$ cat src/rtl/regfile_onehot_wr.sv
// -----------------------------------------------------------------------------
// regfile_onehot_wr
//
// 32-entry general-purpose register file for the simpleCPU datapath. It sits
// directly behind the 5-to-32 write-address decoder, so the write port is
// selected by the decoder's one-hot Y vector instead of an encoded address.
// Two read ports take encoded 5-bit addresses and return registered data one
// cycle later. A sticky flag records any write strobe that arrives with a
// malformed (multi-hot) select.
//
// Parameters:
//   DW       data width of each register and of wdata / rdata_*
//   ZERO_R0  1: register 0 is hard-wired to zero and ignores writes
//            0: register 0 is an ordinary register
//
// Ports:
//   clk      in   1     system clock, all state changes on the rising edge
//   rst      in   1     synchronous active-high reset
//   we       in   1     global write strobe
//   wsel     in   32    one-hot write select (bit n selects register n)
//   wdata    in   DW    write data
//   raddr_a  in   5     read address, port A
//   raddr_b  in   5     read address, port B
//   rdata_a  out  DW    registered read data, port A
//   rdata_b  out  DW    registered read data, port B
//   sel_err  out  1     sticky: a write was strobed with >1 wsel bit set
//
// Build option:
//   REGFILE_BYPASS_EN  when defined, a read of a register being written in the
//                      same cycle returns the new data (write-through). When
//                      undefined, such a read returns the pre-write contents.
// -----------------------------------------------------------------------------
module regfile_onehot_wr #(
  parameter int unsigned DW      = 32,
  parameter int unsigned ZERO_R0 = 1
) (
  input  logic          clk,
  input  logic          rst,
  input  logic          we,
  input  logic [31:0]   wsel,
  input  logic [DW-1:0] wdata,
  input  logic [4:0]    raddr_a,
  input  logic [4:0]    raddr_b,
  output logic [DW-1:0] rdata_a,
  output logic [DW-1:0] rdata_b,
  output logic          sel_err
);

  localparam int unsigned NREGS = 32;

  // ---------------------------------------------------------------------------
  // Storage and output registers
  // ---------------------------------------------------------------------------
  logic [DW-1:0] regs_q [NREGS];
  logic [DW-1:0] rdata_a_q, rdata_a_d;
  logic [DW-1:0] rdata_b_q, rdata_b_d;
  logic          sel_err_q, sel_err_d;

  // ---------------------------------------------------------------------------
  // Write-select qualification
  //
  // x & (x - 1) clears the lowest set bit, so it is non-zero exactly when two
  // or more bits are set. An all-zero select is the decoder-disabled case and
  // is neither a write nor an error.
  // ---------------------------------------------------------------------------
  logic        wsel_any;
  logic        wsel_multi;
  logic        wsel_onehot;
  logic [31:0] wsel_low_clr;
  logic [31:0] wr_en;

  assign wsel_low_clr = wsel & (wsel - 32'd1);
  assign wsel_any     = |wsel;
  assign wsel_multi   = |wsel_low_clr;
  assign wsel_onehot  = wsel_any & ~wsel_multi;

  // Per-register write enable. Because a qualified select is one-hot, the
  // select vector itself is the enable vector; register 0 is masked off when
  // it is hard-wired to zero so it can neither be written nor bypassed.
  // NOTE: every signal assigned in always_comb gets a default first, so no
  // path leaves it unassigned and no latch is inferred.
  always_comb begin
    wr_en = '0;
    if (we && wsel_onehot) begin
      wr_en = wsel;
      if (ZERO_R0 != 0) begin
        wr_en[0] = 1'b0;
      end
    end
  end

  // ---------------------------------------------------------------------------
  // Read-port next-state
  //
  // The zero-register override is applied last so it wins over both the array
  // contents and the bypass path.
  // ---------------------------------------------------------------------------
  always_comb begin
    rdata_a_d = regs_q[raddr_a];
`ifdef REGFILE_BYPASS_EN
    if (wr_en[raddr_a]) begin
      rdata_a_d = wdata;
    end
`endif
    if ((ZERO_R0 != 0) && (raddr_a == 5'd0)) begin
      rdata_a_d = '0;
    end
  end

  always_comb begin
    rdata_b_d = regs_q[raddr_b];
`ifdef REGFILE_BYPASS_EN
    if (wr_en[raddr_b]) begin
      rdata_b_d = wdata;
    end
`endif
    if ((ZERO_R0 != 0) && (raddr_b == 5'd0)) begin
      rdata_b_d = '0;
    end
  end

  // Sticky error: only a strobed multi-hot select counts; with we=0 the select
  // is don't-care. Cleared solely by reset.
  assign sel_err_d = sel_err_q | (we & wsel_multi);

  // ---------------------------------------------------------------------------
  // Register array
  //
  // NOTE: the array is reset explicitly because software relies on every
  // register reading zero after reset; a storage array without that
  // requirement would normally be left unreset so it can map to RAM.
  // ---------------------------------------------------------------------------
  // NOTE: sequential state is assigned only with non-blocking assignments so
  // every flop samples the pre-edge values regardless of statement order.
  always_ff @(posedge clk) begin
    if (rst) begin
      for (int i = 0; i < NREGS; i++) begin
        regs_q[i] <= '0;
      end
    end else begin
      for (int i = 0; i < NREGS; i++) begin
        if (wr_en[i]) begin
          regs_q[i] <= wdata;
        end
      end
    end
  end

  // Output registers. A read issued during reset returns zero on the next
  // cycle, never the pre-reset contents.
  always_ff @(posedge clk) begin
    if (rst) begin
      rdata_a_q <= '0;
      rdata_b_q <= '0;
      sel_err_q <= 1'b0;
    end else begin
      rdata_a_q <= rdata_a_d;
      rdata_b_q <= rdata_b_d;
      sel_err_q <= sel_err_d;
    end
  end

  assign rdata_a = rdata_a_q;
  assign rdata_b = rdata_b_q;
  assign sel_err = sel_err_q;

endmodule

$ cat config.mk
export PLATFORM = sky130hd
export DESIGN_NAME = regfile_onehot_wr
export DESIGN_NICKNAME = d
export VERILOG_FILES = /design/src/rtl/regfile_onehot_wr.sv
export SDC_FILE = /design/constraint.sdc
export NUM_CORES = 2
export LEC_CHECK = 0
export CAP_MARGIN = 0
export CORE_ASPECT_RATIO = 1.4
export CORE_MARGIN = 2
export CORE_UTILIZATION = 35
export CTS_BUF_LIST = sky130_fd_sc_hd__clkbuf_8
export CTS_CLUSTER_SIZE = 16
export DETAILED_ROUTE_END_ITERATION = 7
export GPL_TIMING_DRIVEN = 0
export HOLD_SLACK_MARGIN = 0.02
export PLACE_DENSITY = 0.49
export SLEW_MARGIN = 20
export SYNTH_ARGS = -nofsm -noshare
export SYNTH_HDL_FRONTEND = slang
export SYNTH_SLANG_ARGS = --single-unit
export TNS_END_PERCENT = 1
$ cat constraint.sdc
create_clock -name clk -period 9.75 [get_ports clk]
set_input_delay 1.4625 -clock clk [delete_from_list [all_inputs] [get_ports clk]]
set_output_delay 1.4625 -clock clk [all_outputs]
set_load 0.01 [all_outputs]
Word level (Yosys, flattened, before mapping)

Memory sizes are Yosys's and may differ from the RTL's. A register that Yosys moved wholly into a read port is not among the register bits.
Index checks and enable logic that the tools add are counted.

Input port bits: 77
Bits in registers: 1
Word-level logic and storage cells: 178
Bits in writable memories: 1024
Memories: 1

Add/subtract/negate cells: 1
Mux-type cells: 131
Reduce and logical (&&, ||, !) cells: 7
Bitwise logic cells: 37

Memory list:

| memory | depth | bits a word | read ports | clocked after memory_dff | wr ports | RTL line | text |
|---|---|---|---|---|---|---|---|
| regs_q | 32    | 32          | 2          | 2                        | 32       | 54       | `logic [DW-1:0] regs_q [NREGS];` |

Operators with widths:

| kind                                               | count |
|---|---|
| two-way mux 32 bit                                 | 33 |
| two-way mux 1 bit                                  | 98 |
| OR reduction 32 bit                                | 2 |
| OR 1 bit                                           | 33 |
| AND 32 bit                                         | 1 |
| subtractor 32 x 1 -> 32 bit, second input constant | 1 |
| logical NOT 5 bit                                  | 2 |
| OR reduction 2 bit                                 | 2 |
| AND 1 bit                                          | 2 |
| logical AND 1 bit                                  | 1 |
| inverter 1 bit                                     | 1 |

Longest topological paths before layout

Word-level depth: 11
Depth in mapped cells: 10
Gate-level depth less buffers: 6

Least setup slack after synthesis

Ideal clock, no wire load.

Kind: in2reg
Start: input wsel[15]
End: memory regs_q[4][0], enable pin
Setup slack: 2.480 ns
Arrival: 6.759 ns
Stages: 9
Required time: 9.239 ns
Library setup time: 0.511 ns
Path buffers: 3
Cell sequence: buf_2 -> or3_1 -> or4_1 -> o31ai_1 -> nand4b_1 -> or3_1 -> buf_2 -> buf_2 -> o41ai_1

RTL lines:

| item        | RTL line | text |
|---|---|---|
| from (decl) | 40       | `input logic [31:0] wsel,` |
| to (decl)   | 54       |  |

==> results.toml <==
[logic_synthesis]
ys_seq_area_share_pct = 53.3
synth_edf_count = 992
dominantRegCellSynth = "edfxtp_1"
syn_area_sq_um = 58300
synth.avg_cell_area_sq_um = 16.0
syn_nets = 3733
ys_warn_count = 0
ys_ff_latch = 1057
synth_cells = 3656
ys_async_sr_fraction_pct = 0
synthDistinctLibCells = 48

[sta]
min_period_ns = 6.62
setup_violations = 0
fmax_mhz = 151
slew_violations = 0
slew_headroom_pct = 17.6
clock_skew_ns = 0.0354
rsz0062_at_grt = "no"
fin_crit_sh_pct = 67.9
hold_slack_ns = 0.642
hold_viol = 0
tightest_slew_ns = 1.24

[clock_network]
cts_root_buf = "clkbuf_8"
cts_sinks = 1057
htreeDepth = 4
post_cts_resized = 0
clockBufferDepth = 3
cts_hold_buf = 0
numCtsBuffers = 175
path_clk_slew_ns = 0.07
clk_latency_ns = 0.97
cts_tree = "built"
post_cts.repair.setup_buffers = 0

[placement]
globalplace.congestion = 0.916
dpl_cell_area_sq_um = 64000
dp_hpwl_mm = 181
port_buffers = 121
place_inst = 6030

[grt]
grt_usage_pct = 27.0
grt_pass1_wl_mm = 315
grt_max_degree = 24
antenna_found_initial = 19
grt_pass1_vias = 40600
overflow = 0

[floorplan]
initial_core_util_pct = 35.2
io_pins = 142
die_x_um = 349
fp.dieH_um = 487
coreArea_sq_um = 166000
die_area_sq_um = 170000
num_rows = 177

[critical_path]
crit_arrival_ns = 7.27
r2r-end = "rdata_a[30]$_SDFF_PP0_"
path_delay_family = "buffers and inverters"
cp-end-kind = "register"
timing.rr.start = "regs_q[12][30]$_SDFFCE_PN0P_"
cp_slowest_cell = "nand4_1"
path_common_cell = "buf_2"
cp_cell_sequence = "clkdlybuf4s50_1, clkbuf_1, nor2_1, nand4_1, or2_1, o31ai_1, nand4_1, buf_2, o41ai_2, buf_4, buf_2, buf_2, buf_4"
rr_worst_depth = 4
crit_type = "in -> reg"
cp-start-kind = "input pin"
crit_buf_inv = 7
slowest_delay_ns = 0.98
regToRegSetupSlack_ns = 7.62
cp_max_fo = 10
cp.required_ns = 10.40

[hold_path]
hold_path_class = "reg -> reg"
holdCritStartpoint = "sel_err$_SDFF_PP0_"
min_to = "sel_err$_SDFF_PP0_"
hold_path_depth = 2

[run_status]
outcome = "complete, no violations"

[route]
ant_nets = 0
drc_errors = 0
wl_per_cell_um = 36.2
dr.pass1.iters = 5
dr_total_vias = 38500
initialDrtViolationCount = 4116
viasPerCell = 6.06
wirelength_mm = 230

[cells_and_area]
stdcell_count = 6355
area_growth_pct = 15.3
fin_util_pct = 40.5
drive_gt1_share_pct = 43.4
fill_cells = 15200
nets = 4137
postLayoutCellArea_sq_um = 67200

[power]
pwr_density_cell_nw_per_um2 = 162
total_power_mw = 10.9
vdd_drop_max_mv = 0.0952
p_leak_nw = 19.8

[flow_run]
cap_viol_max_count = 0
[metrics by stage]
step	TNS, ns	worst slack [ns]
floorplan	0	2.48
global placement	-1795.83	-3.30
detailed placement	0	2.27
CTS	0	3.29
global route	0	3.28
finish	0	3.13
[routing by layer]
metal	vias up	part of all wire (%)	global-route usage (%)
li1	15800	-	-
met1	20400	36	30.9
met2	1759	52	48.3
met3	569	6.2	4.86
met4	16	5.5	13.3
met5	-	0.049	0
[synth_stat cells (2+ instances only)]
master / instances / area (sq um)
a211oi_1: 3 / 22.5
a21oi_1: 2 / 10.0
a22o_1: 63 / 552
buf_1: 57 / 214
buf_2: 173 / 866
buf_4: 12 / 90.1
clkbuf_1: 254 / 953
dfxtp_1: 65 / 1300
edfxtp_1: 992 / 29800
inv_1: 3 / 11.3
mux2_2: 64 / 721
mux2i_1: 64 / 641
mux4_2: 576 / 13000
nand2_1: 554 / 2080
nand3_1: 30 / 150
nand4_1: 5 / 31.3
nor2_1: 74 / 278
nor2b_1: 34 / 213
nor3_1: 3 / 15.0
nor4_1: 7 / 43.8
nor4_2: 541 / 6770
o21ai_0: 8 / 40.0
o21ai_1: 3 / 15.0
o22ai_1: 4 / 25.0
o31a_1: 2 / 17.5
o31ai_1: 30 / 225
o41a_1: 2 / 22.5
o41ai_1: 3 / 26.3
or2_2: 2 / 12.5
or3_1: 5 / 31.3
or4_1: 4 / 30.0
[worst max path at each step]
stage                     startpoint                         end  slack (ns)  cells after the start
after detailed placement     wsel[8]     regs_q[26][5]$_DFFE_PP_        2.27                     12
final                        wsel[8]  regs_q[4][6]$_SDFFCE_PN0P_        3.13                     13
after global placement       wsel[8]     regs_q[23][8]$_DFFE_PP_       -3.30                     10
after floorplan             wsel[15]  regs_q[4][0]$_SDFFCE_PN0P_        2.48                      9
after global routing         wsel[8]  regs_q[4][6]$_SDFFCE_PN0P_        3.28                     13
after CTS                    wsel[8]     regs_q[26][8]$_DFFE_PP_        3.29                     12
[sequential cells by signal, summed over array words and instances (netlist names)]
signal,flops
regs_q,992
rdata_a,32
rdata_b,32
sel_err,1
[kinds of logic after synthesis]
logic type / synth area share (%)
AO/OA/AOI/OAI: 1.79
multiplexers: 24.6
buffers and inverters: 3.66
flip-flops: 53.3
AND/OR/NAND/NOR: 16.7
[layout by cell type (no fill, tap or decap), types with 69 or more instances in the layout]
master / synthesis / layout
edfxtp_1: 992 / 992
mux4_2: 576 / 576
nand2_1: 554 / 553
nor4_2: 541 / 541
buf_2: 173 / 203
clkbuf_1: 254 / 190
clkbuf_8: 0 / 187
clkdlybuf4s50_1: 0 / 121
nor2_1: 74 / 74
clkbuf_2: 0 / 69
[worst reg2reg max path, cell delays in order, from the launching register on]
cell	delay [ns]
edfxtp_1	0.42
mux4_2	0.54
mux4_2	0.56
mux2i_1	0.38
nor2_1	0.09
[layout make-up]
type / count / area (sq um) / share of cell area (%)
well taps: 2148 / 2690 / 4.00
clock buffers: 187 / 2570 / 3.83
multi-input cells: 2100 / 25500 / 37.9
clock inverters: 128 / 617 / 0.917
plain buffers: 496 / 2240 / 3.33
flip-flops and latches: 1057 / 31100 / 46.2
inverters: 3 / 11.3 / 0.0167
repair buffers: 227 / 2480 / 3.69
diodes: 9 / 22.5 / 0.0335
[report_power, final]
part	leakage (nW)	internal [mW]	switching, mW
clock network	1.85	1.82	1.97
logic	7.91	0.714	0.980
registers	10.0	5.28	0.139
Note: power is estimated with default switching activity, not from simulation.
